$ cat src/rtl/seg7_scan_mux.sv
// rtl/seg7_scan_mux.sv - multiplexed seven-segment scanner with buffered load, LZ blanking and PWM
//
// Time-multiplexes DIGITS hex digits onto one shared segment bus.
//
// Parameters
//   DIGITS     number of digits scanned (>= 2)
//   CLK_DIV    clk cycles per prescaler tick (>= 2)
//   BRIGHT_W   brightness width; one digit slot lasts 2**BRIGHT_W ticks
//   ACTIVE_LOW nonzero inverts seg, dp and digit_select at the pins
//
// Ports
//   clk          system clock, rising edge
//   rst          asynchronous active-high reset
//   load         one-cycle strobe capturing data_in/dp_in/blank_lz into the pending set
//   data_in      hex nibbles, nibble i = data_in[4i+3:4i], digit 0 rightmost
//   dp_in        decimal point per digit
//   blank_lz     leading-zero blanking enable
//   bright       on-time per slot, sampled live
//   seg          segments {g,f,e,d,c,b,a}, registered
//   dp           decimal point, registered
//   digit_select one-hot digit enable, registered
//   frame_done   one-cycle pulse after each frame boundary
module seg7_scan_mux #(
    parameter int DIGITS     = 4,
    parameter int CLK_DIV    = 2,
    parameter int BRIGHT_W   = 2,
    parameter int ACTIVE_LOW = 0
) (
    input  logic                  clk,
    input  logic                  rst,
    input  logic                  load,
    input  logic [4*DIGITS-1:0]   data_in,
    input  logic [DIGITS-1:0]     dp_in,
    input  logic                  blank_lz,
    input  logic [BRIGHT_W-1:0]   bright,
    output logic [6:0]            seg,
    output logic                  dp,
    output logic [DIGITS-1:0]     digit_select,
    output logic                  frame_done
);

    localparam int PCNT_W = (CLK_DIV > 1) ? $clog2(CLK_DIV) : 1;
    localparam int IDX_W  = (DIGITS > 1) ? $clog2(DIGITS) : 1;

    localparam logic [PCNT_W-1:0]   PCNT_LAST  = PCNT_W'(CLK_DIV - 1);
    localparam logic [IDX_W-1:0]    IDX_LAST   = IDX_W'(DIGITS - 1);
    localparam logic [BRIGHT_W-1:0] PHASE_LAST = {BRIGHT_W{1'b1}};

    // Pin polarity masks, XORed onto the active-high internal values
    localparam logic              POL      = (ACTIVE_LOW != 0);
    localparam logic [6:0]        SEG_POL  = {7{POL}};
    localparam logic              DP_POL   = POL;
    localparam logic [DIGITS-1:0] SEL_POL  = {DIGITS{POL}};

    // Scan counters
    logic [PCNT_W-1:0]   pcnt_q,  pcnt_d;
    logic [BRIGHT_W-1:0] phase_q, phase_d;
    logic [IDX_W-1:0]    idx_q,   idx_d;

    // Pending and active display sets
    logic [4*DIGITS-1:0] pend_data_q, pend_data_d;
    logic [DIGITS-1:0]   pend_dp_q,   pend_dp_d;
    logic                pend_blz_q,  pend_blz_d;
    logic                pend_valid_q, pend_valid_d;
    logic [4*DIGITS-1:0] act_data_q,  act_data_d;
    logic [DIGITS-1:0]   act_dp_q,    act_dp_d;
    logic                act_blz_q,   act_blz_d;

    // Output registers
    logic [6:0]          seg_q, seg_d;
    logic                dp_q,  dp_d;
    logic [DIGITS-1:0]   sel_q, sel_d;
    logic                fd_q,  fd_d;

    logic tick;
    logic slot_end;
    logic boundary;

    logic [DIGITS-1:0]   blank_mask;
    logic                lz_run;

    logic [3:0]          cur_nib;
    logic                cur_dp;
    logic                cur_blank;
    logic [DIGITS-1:0]   cur_onehot;
    logic                lit;

    function automatic logic [6:0] hex7(input logic [3:0] n);
        logic [6:0] s;
        case (n)
            4'h0:    s = 7'h3F;
            4'h1:    s = 7'h06;
            4'h2:    s = 7'h5B;
            4'h3:    s = 7'h4F;
            4'h4:    s = 7'h66;
            4'h5:    s = 7'h6D;
            4'h6:    s = 7'h7D;
            4'h7:    s = 7'h07;
            4'h8:    s = 7'h7F;
            4'h9:    s = 7'h6F;
            4'hA:    s = 7'h77;
            4'hB:    s = 7'h7C;
            4'hC:    s = 7'h39;
            4'hD:    s = 7'h5E;
            4'hE:    s = 7'h79;
            default: s = 7'h71;
        endcase
        return s;
    endfunction

    // Tick / slot / frame timing
    always_comb begin
        tick     = (pcnt_q == PCNT_LAST);
        slot_end = tick && (phase_q == PHASE_LAST);
        boundary = slot_end && (idx_q == IDX_LAST);

        pcnt_d  = tick ? '0 : pcnt_q + 1'b1;
        phase_d = tick ? phase_q + 1'b1 : phase_q;
        idx_d   = idx_q;
        if (slot_end) begin
            idx_d = (idx_q == IDX_LAST) ? '0 : idx_q + 1'b1;
        end
    end

    // Double buffer. The boundary copy reads the old pending contents, so a
    // load landing on the boundary edge is held back for the following frame.
    always_comb begin
        pend_data_d  = pend_data_q;
        pend_dp_d    = pend_dp_q;
        pend_blz_d   = pend_blz_q;
        pend_valid_d = pend_valid_q;
        act_data_d   = act_data_q;
        act_dp_d     = act_dp_q;
        act_blz_d    = act_blz_q;

        if (boundary && pend_valid_q) begin
            act_data_d   = pend_data_q;
            act_dp_d     = pend_dp_q;
            act_blz_d    = pend_blz_q;
            pend_valid_d = 1'b0;
        end
        if (load) begin
            pend_data_d  = data_in;
            pend_dp_d    = dp_in;
            pend_blz_d   = blank_lz;
            pend_valid_d = 1'b1;
        end
    end

    // Leading-zero mask: walk down from the top digit while nibbles are zero.
    // Digit 0 is never part of the run so a value of zero still shows "0".
    always_comb begin
        blank_mask = '0;
        lz_run     = act_blz_q;
        for (int i = DIGITS - 1; i >= 1; i--) begin
            lz_run        = lz_run && (act_data_q[4*i +: 4] == 4'h0);
            blank_mask[i] = lz_run;
        end
    end

    // Current-digit select and output next-state
    always_comb begin
        cur_nib    = 4'h0;
        cur_dp     = 1'b0;
        cur_blank  = 1'b0;
        cur_onehot = '0;
        for (int i = 0; i < DIGITS; i++) begin
            if (idx_q == IDX_W'(i)) begin
                cur_nib       = act_data_q[4*i +: 4];
                cur_dp        = act_dp_q[i];
                cur_blank     = blank_mask[i];
                cur_onehot[i] = 1'b1;
            end
        end

        lit   = (phase_q <= bright);
        seg_d = SEG_POL ^ ((lit && !cur_blank) ? hex7(cur_nib) : 7'h00);
        dp_d  = DP_POL ^ (lit && cur_dp);
        sel_d = SEL_POL ^ (lit ? cur_onehot : '0);
        fd_d  = boundary;
    end

    always_ff @(posedge clk or posedge rst) begin
        if (rst) begin
            pcnt_q       <= '0;
            phase_q      <= '0;
            idx_q        <= '0;
            pend_data_q  <= '0;
            pend_dp_q    <= '0;
            pend_blz_q   <= 1'b0;
            pend_valid_q <= 1'b0;
            act_data_q   <= '0;
            act_dp_q     <= '0;
            act_blz_q    <= 1'b0;
            seg_q        <= SEG_POL;
            dp_q         <= DP_POL;
            sel_q        <= SEL_POL;
            fd_q         <= 1'b0;
        end else begin
            pcnt_q       <= pcnt_d;
            phase_q      <= phase_d;
            idx_q        <= idx_d;
            pend_data_q  <= pend_data_d;
            pend_dp_q    <= pend_dp_d;
            pend_blz_q   <= pend_blz_d;
            pend_valid_q <= pend_valid_d;
            act_data_q   <= act_data_d;
            act_dp_q     <= act_dp_d;
            act_blz_q    <= act_blz_d;
            seg_q        <= seg_d;
            dp_q         <= dp_d;
            sel_q        <= sel_d;
            fd_q         <= fd_d;
        end
    end

    assign seg          = seg_q;
    assign dp           = dp_q;
    assign digit_select = sel_q;
    assign frame_done   = fd_q;

endmodule

$ cat config.mk
export PLATFORM = sky130hd
export DESIGN_NAME = seg7_scan_mux
export DESIGN_NICKNAME = d
export VERILOG_FILES = /design/src/rtl/seg7_scan_mux.sv
export SDC_FILE = /design/constraint.sdc
export NUM_CORES = 1
export LEC_CHECK = 0
export ABC_AREA = 0
export CAP_MARGIN = 10
export CORE_MARGIN = 2
export CORE_UTILIZATION = 47
export DETAILED_ROUTE_END_ITERATION = 16
export MAX_ROUTING_LAYER = met4
export PLACE_DENSITY_LB_ADDON = 0.15
export SETUP_SLACK_MARGIN = 0.3
export SLEW_MARGIN = 0
export SYNTH_ARGS = -nofsm -noshare
export SYNTH_HDL_FRONTEND = slang
export SYNTH_SLANG_ARGS = --single-unit
$ cat constraint.sdc
create_clock -name clk -period 2.25 [get_ports clk]
set_clock_uncertainty 0.15 [all_clocks]
set_input_delay 0.3375 -clock clk [delete_from_list [all_inputs] [get_ports clk]]
set_output_delay 0.3375 -clock clk [all_outputs]
set_load 0.05 [all_outputs]
==> out/qor.csv, run 1 <==
stage,metric,value,unit
sta,final_max_slew_viol_count,0,
clock_tree,holdBufCountCts,0,
final_layout,fin_area,3792,µm²
clock_tree,cts_made_buffers,9,
sta,hold_viol,0,
synthesis,ys_seq_elements,61,
synthesis,syn_nets,250,
sta,rsz0062_at_grt,true,
routing,route.vias.total,1793,
routing,wl,4925,µm
synthesis,yosys_warnings,0,
floorplan,dieWidth,81.41,µm
final_layout,drive_gt1_frac,0.3523,
critical_path,worstSetupPathType,reg2reg,
synthesis,synth_top_cell_by_area,dfrtp_1,
clock_tree,root_buffer,clkbuf_8,
final_layout,fillers,453,
pwr,leakage,0.001711,µW
synthesis,synth_area,2816,µm²
synthesis,synth_area_leaders,"dfrtp_1, mux2_2, ha_1",
floorplan,core.rowCount,28,
sta,fin_crit_sh,0.9960,
synthesis,synth_area_per_cell,13.35,µm²
placed_design,place_area,3472,µm²
final_layout,diodes,0,
pwr,vdd_drop_max,0.6455,mV
placed_design,gp_congestion,0.8305,
synthesis,synth_ff_type,dfrtp_1,
flow_run,maxCapViolCount,0,
grt,antenna_found_initial,0,
sta,slew_headroom,0.6660,
critical_path,cp_max_fo,6,
critical_path,required,2.34,ns
final_layout,area_delta_synth_final,34.65,%
final_layout,mostFrequentLayoutCell,dfrtp_1,
routing,drt_first_pass_iters,4,
placed_design,hpwl,3516,µm
grt,grt_pass1_wl,8300,µm
floorplan,fp.dieH,81.41,µm
routing,drtIter0Drc,91,
clock_tree,cts_max_level,3,
grt,grtUsageTotal,0.1748,
clock_tree,clock_sinks,61,
final_layout,nets,315,
routing,final_antenna_net_count,0,
sta,period_minus_slack,2.241,ns
grt,grt_pass1_vias,1781,
final_layout,fin_util,0.6482,
clock_tree,cts_tree,yes,
placed_design,portBuffers,38,
floorplan,ios,39,
critical_path,endpoint_kind,register,
worst_hold_path,worst_hold_path_type,in2async,
sta,setup_viol,0,
floorplan,start_util,0.4814,
clock_tree,cts_buffer_depth,2,
routing,drc,0,
synthesis,yosysSeqAreaShare,0.5420,
synthesis,async_reset_ff_frac,1.000,
clock_tree,cts.reportedPaths.clkPinSlew,0.07,ns
outcome,status,finished clean,
floorplan,die-area,6628,µm²
critical_path,crit_arrival,2.33,ns
routing,viasPerCell,5.037,
sta,tightest_slew,0.5002,ns
grt,overflow,0,
synthesis,synth_edf_count,0,
synthesis,synthCells,211,
routing,avgRoutedWirePerCell,13.83,µm
grt,grt_max_degree,62,
critical_path,critPathLaunchType,register,
synthesis,netlist.area_leader.share,0.5420,
floorplan,core,5851,µm²
pwr,p_per_area,739.5,nW/µm²
synthesis,synth.distinct_cells,39,
sta,fmax,446.2,MHz
clock_tree,worstSkewPairLatency,0.34,ns
final_layout,final_cell_mix,"dfrtp_1, mux2_2, clkdlybuf4s50_1",
## synth_stat cells (5+ instances only)
cell,n
nor2_1,7
mux2i_1,6
inv_1,12
mux2_1,14
mux2_2,31
ha_1,13
and2_1,5
buf_6,5
dfrtp_1,61
nand2_1,8
## logic make-up after synthesis
group	count (synthesis)	share of synthesized area
AO/OA/AOI/OAI	21	0.06441
XOR/XNOR	2	0.006221
adder cells (fa/ha/maj)	13	0.05775
buffers and inverters	22	0.04442
flip-flops	61	0.5420
multiplexers	51	0.2012
AND/OR/NAND/NOR	41	0.08397
## state kept, by name, summed over array words and instances (netlist names)
name          flops
digit_select      4
pend_data_q      16
idx_q             2
act_data_q       16
act_blz_q         1
act_dp_q          4
phase_q           2
seg               7
pcnt_q            1
dp                1
pend_blz_q        1
pend_dp_q         4
pend_valid_q      1
frame_done        1
## where the power goes
group	leakage, µW	total [µW]	internal, µW	switching, µW
Clock	0.000116	1100	681	415
Sequential	0.000716	1250	1200	52.0
Combinational	0.000879	459	220	239
## stage by stage
step / hold slack [ns] / setup WS [ns] / total power (µW) / setup TNS, ns / instances
after detailed placement: 0.3256 / -0.06033 / 1728 / -0.06033 / 337
after global routing: 0.3136 / -0.09987 / 2924 / -0.2252 / 356
after floorplan: 0.2997 / -0.08659 / 1553 / -0.08659 / 211
after CTS: 0.2874 / 0.02643 / 2833 / 0 / 355
after global placement: 0.3143 / -0.02271 / 1719 / -0.02271 / 337
final: 0.2704 / 0.008936 / 2804 / 0 / 356
## area by class of cell
| type | instances | area [µm²] | share of cell area |
|---|---|---|---|
| Multi-Input combinational cell | 128 | 1291 | 0.3405 |
| Timing Repair Buffer | 63 | 599.3 | 0.1580 |
| Sequential cell | 61 | 1528 | 0.4028 |
| Clock inverter | 4 | 70.07 | 0.01848 |
| Clock buffer | 12 | 155.1 | 0.04091 |
| Inverter | 13 | 55.05 | 0.01452 |
| Tap cell | 75 | 93.84 | 0.02474 |
## timing repair
item | 4_1_cts | 5_1_grt
endpoints found under the hold margin | 0 | 0
buffers inserted | 2 | 1
pin swaps | 2 | 4
cloned | 0 | 0
gates resized for setup | 24 | 7
endpoints found under the setup margin | 39 | 30
## layer usage
layer	share of wire	global-route usage	routed length, µm
met3	0.040	0.03956	199
met5	0	-	0
met2	0.45	0.2615	2195
met4	0.023	0.09661	112
met1	0.49	0.2207	2417
## final timing paths
| kind | end | cells past startpoint | slack [ns] | from |
|---|---|---|---|---|
| worst max-delay path | seg[6]$_DFF_PP0_ | 8 | 0.009 | idx_q[1]$_DFFE_PP0P_ |
| worst min-delay path | phase_q[0]$_DFFE_PP0P_ | 3 | 0.27 | rst |
| worst max register to register | seg[6]$_DFF_PP0_ | 8 | 0.009 | idx_q[1]$_DFFE_PP0P_ |
| worst min register to register | act_blz_q$_DFFE_PP0P_ | 1 | 0.33 | pend_blz_q$_DFFE_PP0P_ |
| max in group asynchronous | idx_q[0]$_DFFE_PP0P_ | 3 | 1.38 | rst |
| min in group clk | act_blz_q$_DFFE_PP0P_ | 1 | 0.33 | pend_blz_q$_DFFE_PP0P_ |
## critical path, cell delays in order (launching register included)
cell      delay, ns
dfrtp_1        0.42
buf_4          0.15
ha_2           0.20
a211oi_1       0.18
a221o_2        0.32
inv_4          0.08
ha_4           0.17
mux2_4         0.27
a221oi_2       0.21
No activity file was read; power rests on OpenSTA's default activity.
==> inputs of run 2 (changes only) <==
--- a/config.mk
+++ b/config.mk
@@ -9,6 +9,7 @@
 export CAP_MARGIN = 10
 export CORE_MARGIN = 2
 export CORE_UTILIZATION = 47
+export CTS_CLUSTER_SIZE = 14
 export DETAILED_ROUTE_END_ITERATION = 16
 export MAX_ROUTING_LAYER = met4
 export PLACE_DENSITY_LB_ADDON = 0.15
==> results of run 2 <==
Same layout as run 1: the final DEF is identical, and so are final timing and power.
==> inputs of run 3 (changes only) <==
--- a/config.mk
+++ b/config.mk
@@ -8,12 +8,13 @@
 export ABC_AREA = 0
 export CAP_MARGIN = 10
 export CORE_MARGIN = 2
-export CORE_UTILIZATION = 47
+export CORE_UTILIZATION = 40
 export CTS_CLUSTER_SIZE = 14
 export DETAILED_ROUTE_END_ITERATION = 16
 export MAX_ROUTING_LAYER = met4
 export PLACE_DENSITY_LB_ADDON = 0.15
 export SETUP_SLACK_MARGIN = 0.3
+export SKIP_CTS_REPAIR_TIMING = 1
 export SLEW_MARGIN = 0
 export SYNTH_ARGS = -nofsm -noshare
 export SYNTH_HDL_FRONTEND = slang
==> constraint.sdc (replaced) <==
create_clock -name clk -period 2.8 [get_ports clk]
set_clock_uncertainty 0.15 [all_clocks]
set_input_delay 0.42 -clock clk [delete_from_list [all_inputs] [get_ports clk]]
set_output_delay 0.42 -clock clk [all_outputs]
set_load 0.05 [all_outputs]
==> run 3 against run 2 <==
Maximum frequency fell by 7.2%. Combinational power down 25%. Final cell count increased by 1.1%. Setup slack better by 0.38 ns. Sequential share of layout area rose by 2.8 points. Critical path type unchanged. Utilization is 13 points lower. Cell area is 6.6% lower. Largest cell class unchanged.
==> out/qor.csv, run 3 (same netlist as run 1, synthesis figures left out) <==
stage,metric,value,unit,change
critical_path,reg2regPathDepth,9,,+1
sta,setup_viol,0,,unchanged
critical_path,endpoint_kind,register,,
pwr,vdd_drop_max,0.2963,mV,-54%
clock_tree,clock_sinks,61,,unchanged
sta,tightest_slew,0.4951,ns,-0.005068 ns
sta,whs,0.2765,ns,+0.006053 ns
grt,grtUsageMet1,0.1937,,-0.02699
final_layout,drive_gt1_frac,0.2727,,-0.07959
clock_tree,cts_made_buffers,9,,unchanged
sta,slew_headroom,0.6689,,+0.002890
grt,grt_use_met2,0.1915,,-0.07002
critical_path,required,2.89,ns,+0.55 ns
sta,fin_tns_setup,0,ns,unchanged
routing,wl,4754,µm,-3.5%
critical_path,crit_slowest_cell,dfrtp_2,,
clock_tree,cts_max_level,3,,unchanged
final_layout,mostFrequentLayoutCell,dfrtp_1,,
floorplan,fp.dieH,87.91,µm,+8.0%
flow_run,maxCapViolCount,0,,unchanged
clock_tree,cts_tree,yes,,
final_layout,final_cell_mix,"dfrtp_1, clkdlybuf4s50_1, mux2_2",,
critical_path,crit_chain,"inv_2, ha_4, nor2b_2, a221o_1, a22oi_2, inv_1, ha_2, mux2_1, a221oi_2",,
routing,drc,0,,unchanged
floorplan,start_util,0.4145,,-0.06685
sta,period_minus_slack,2.415,ns,+0.1744 ns
placed_design,hpwl,3349,µm,-4.8%
clock_tree,worstSkewPairLatency,0.34,ns,about the same
critical_path,r2r_slack,0.38,ns,+0.38 ns
floorplan,core,6794,µm²,+16%
placed_design,gp_congestion,0.7735,,-6.9%
clock_tree,cts_buffer_depth,2,,unchanged
sta,fin_crit_sh,0.8627,,-0.1334
critical_path,reg2reg_from,idx_q[0]$_DFFE_PP0P_,,
critical_path,cp_max_fo,5,,-1
pwr,p_per_area,594.1,nW/µm²,-20%
grt,grt_pass1_vias,1701,,-4.5%
sta,rsz0062_at_grt,true,,
critical_path,cpPeakStageDelay,0.44,ns,+0.02 ns
floorplan,ios,39,,unchanged
critical_path,worstSetupPathType,reg2reg,,
worst_hold_path,worst_hold_path_type,in2async,,
sta,hold_viol,0,,unchanged
pwr,leakage,0.001549,µW,-9.5%
placed_design,portBuffers,38,,unchanged
critical_path,critPathLaunchType,register,,
routing,drtIter0Drc,43,,-53%
clock_tree,root_buffer,clkbuf_8,,
floorplan,die-area,7728,µm²,+17%
grt,antenna_found_initial,0,,unchanged
routing,route.vias.total,1723,,-3.9%
pwr,power,2105,µW,-25%
routing,drt_first_pass_iters,4,,unchanged
grt,grt_max_degree,41,,-34%
final_layout,seq_area,1528,µm²,unchanged
floorplan,core.rowCount,30,,+7.1%
final_layout,area_delta_synth_final,25.81,%,
grt,overflow,0,,unchanged
critical_path,crit_arrival,2.51,ns,+0.18 ns
grt,grtUsageTotal,0.1447,,-0.03012
final_layout,nets,298,,-5.4%
grt,met3_usage,0.03959,,about the same
clock_tree,cts.reportedPaths.clkPinSlew,0.06,ns,about the same
final_layout,fillers,623,,+38%
grt,grt_busiest_layer,met1,,
routing,final_antenna_net_count,0,,unchanged
routing,viasPerCell,4.786,,-5.0%
grt,grt_pass1_wl,8079,µm,-2.7%
routing,avgRoutedWirePerCell,13.21,µm,-4.5%
final_layout,diodes,0,,unchanged
final_layout,multi_input_area,1201,µm²,-7.0%
outcome,status,finished clean,,
sta,final_max_slew_viol_count,0,,unchanged
floorplan,dieWidth,87.91,µm,+8.0%
sta,fmax,414.0,MHz,-7.2%
critical_path,r2r_end,seg[6]$_DFF_PP0_,,
## run 3: layout make-up
type / instances / area share
clock inverter: 4 / 0.01342
tap: 96 / 0.03390
timing repair buffer: 46 / 0.1278
multi-input combinational: 128 / 0.3390
clock buffer: 12 / 0.04096
sequential: 61 / 0.4311
inverter: 13 / 0.01377
## run 3: where the power goes
group          total [µW]  switching [µW]  internal (µW)
logic                 342             177            165
registers            1010            42.3            963
clock network         758             325            433
total                2100             545           1560
## run 3: how the worst max path moves through the flow
stage	startpoint	to	slack, ns	cells past startpoint
after floorplan	idx_q[0]$_DFFE_PP0P_	seg[6]$_DFF_PP0_	0.32	9
after global placement	idx_q[1]$_DFFE_PP0P_	seg[6]$_DFF_PP0_	0.26	9
after detailed placement	idx_q[1]$_DFFE_PP0P_	seg[6]$_DFF_PP0_	0.27	9
after CTS	idx_q[1]$_DFFE_PP0P_	seg[6]$_DFF_PP0_	0.22	9
after global routing	idx_q[0]$_DFFE_PP0P_	seg[6]$_DFF_PP0_	0.28	8
final	idx_q[0]$_DFFE_PP0P_	seg[6]$_DFF_PP0_	0.38	9
## run 3: stage by stage
step | cells | utilization | worst slack (ns) | cell area, µm²
floorplan | 211 | - | 0.3201 | 2816
global placement | 342 | 0.4855 | 0.2599 | 3298
detailed placement | 342 | 0.4855 | 0.2671 | 3298
CTS | 358 | 0.5138 | 0.2190 | 3491
global route | 360 | 0.5215 | 0.2755 | 3543
finish | 360 | 0.5215 | 0.3845 | 3543
## run 3: per-layer routing
layer  wire (µm)  part of all wire  vias to the layer above
li1            -                 -                      838
met1        2351              0.49                      835
met2        2101              0.44                       40
met3         175             0.037                       10
met4         127             0.027                        0
met5           0                 0                        -
## run 3: critical path: cells and delay by family, from the launching register on
family,cells,cell delay [ns]
AOI/OAI and AO/OA,3,0.70
adders and majority gates,2,0.39
DFF,1,0.44
muxes,1,0.30
buffers and inverters,2,0.19
and+or+nand+nor,1,0.15
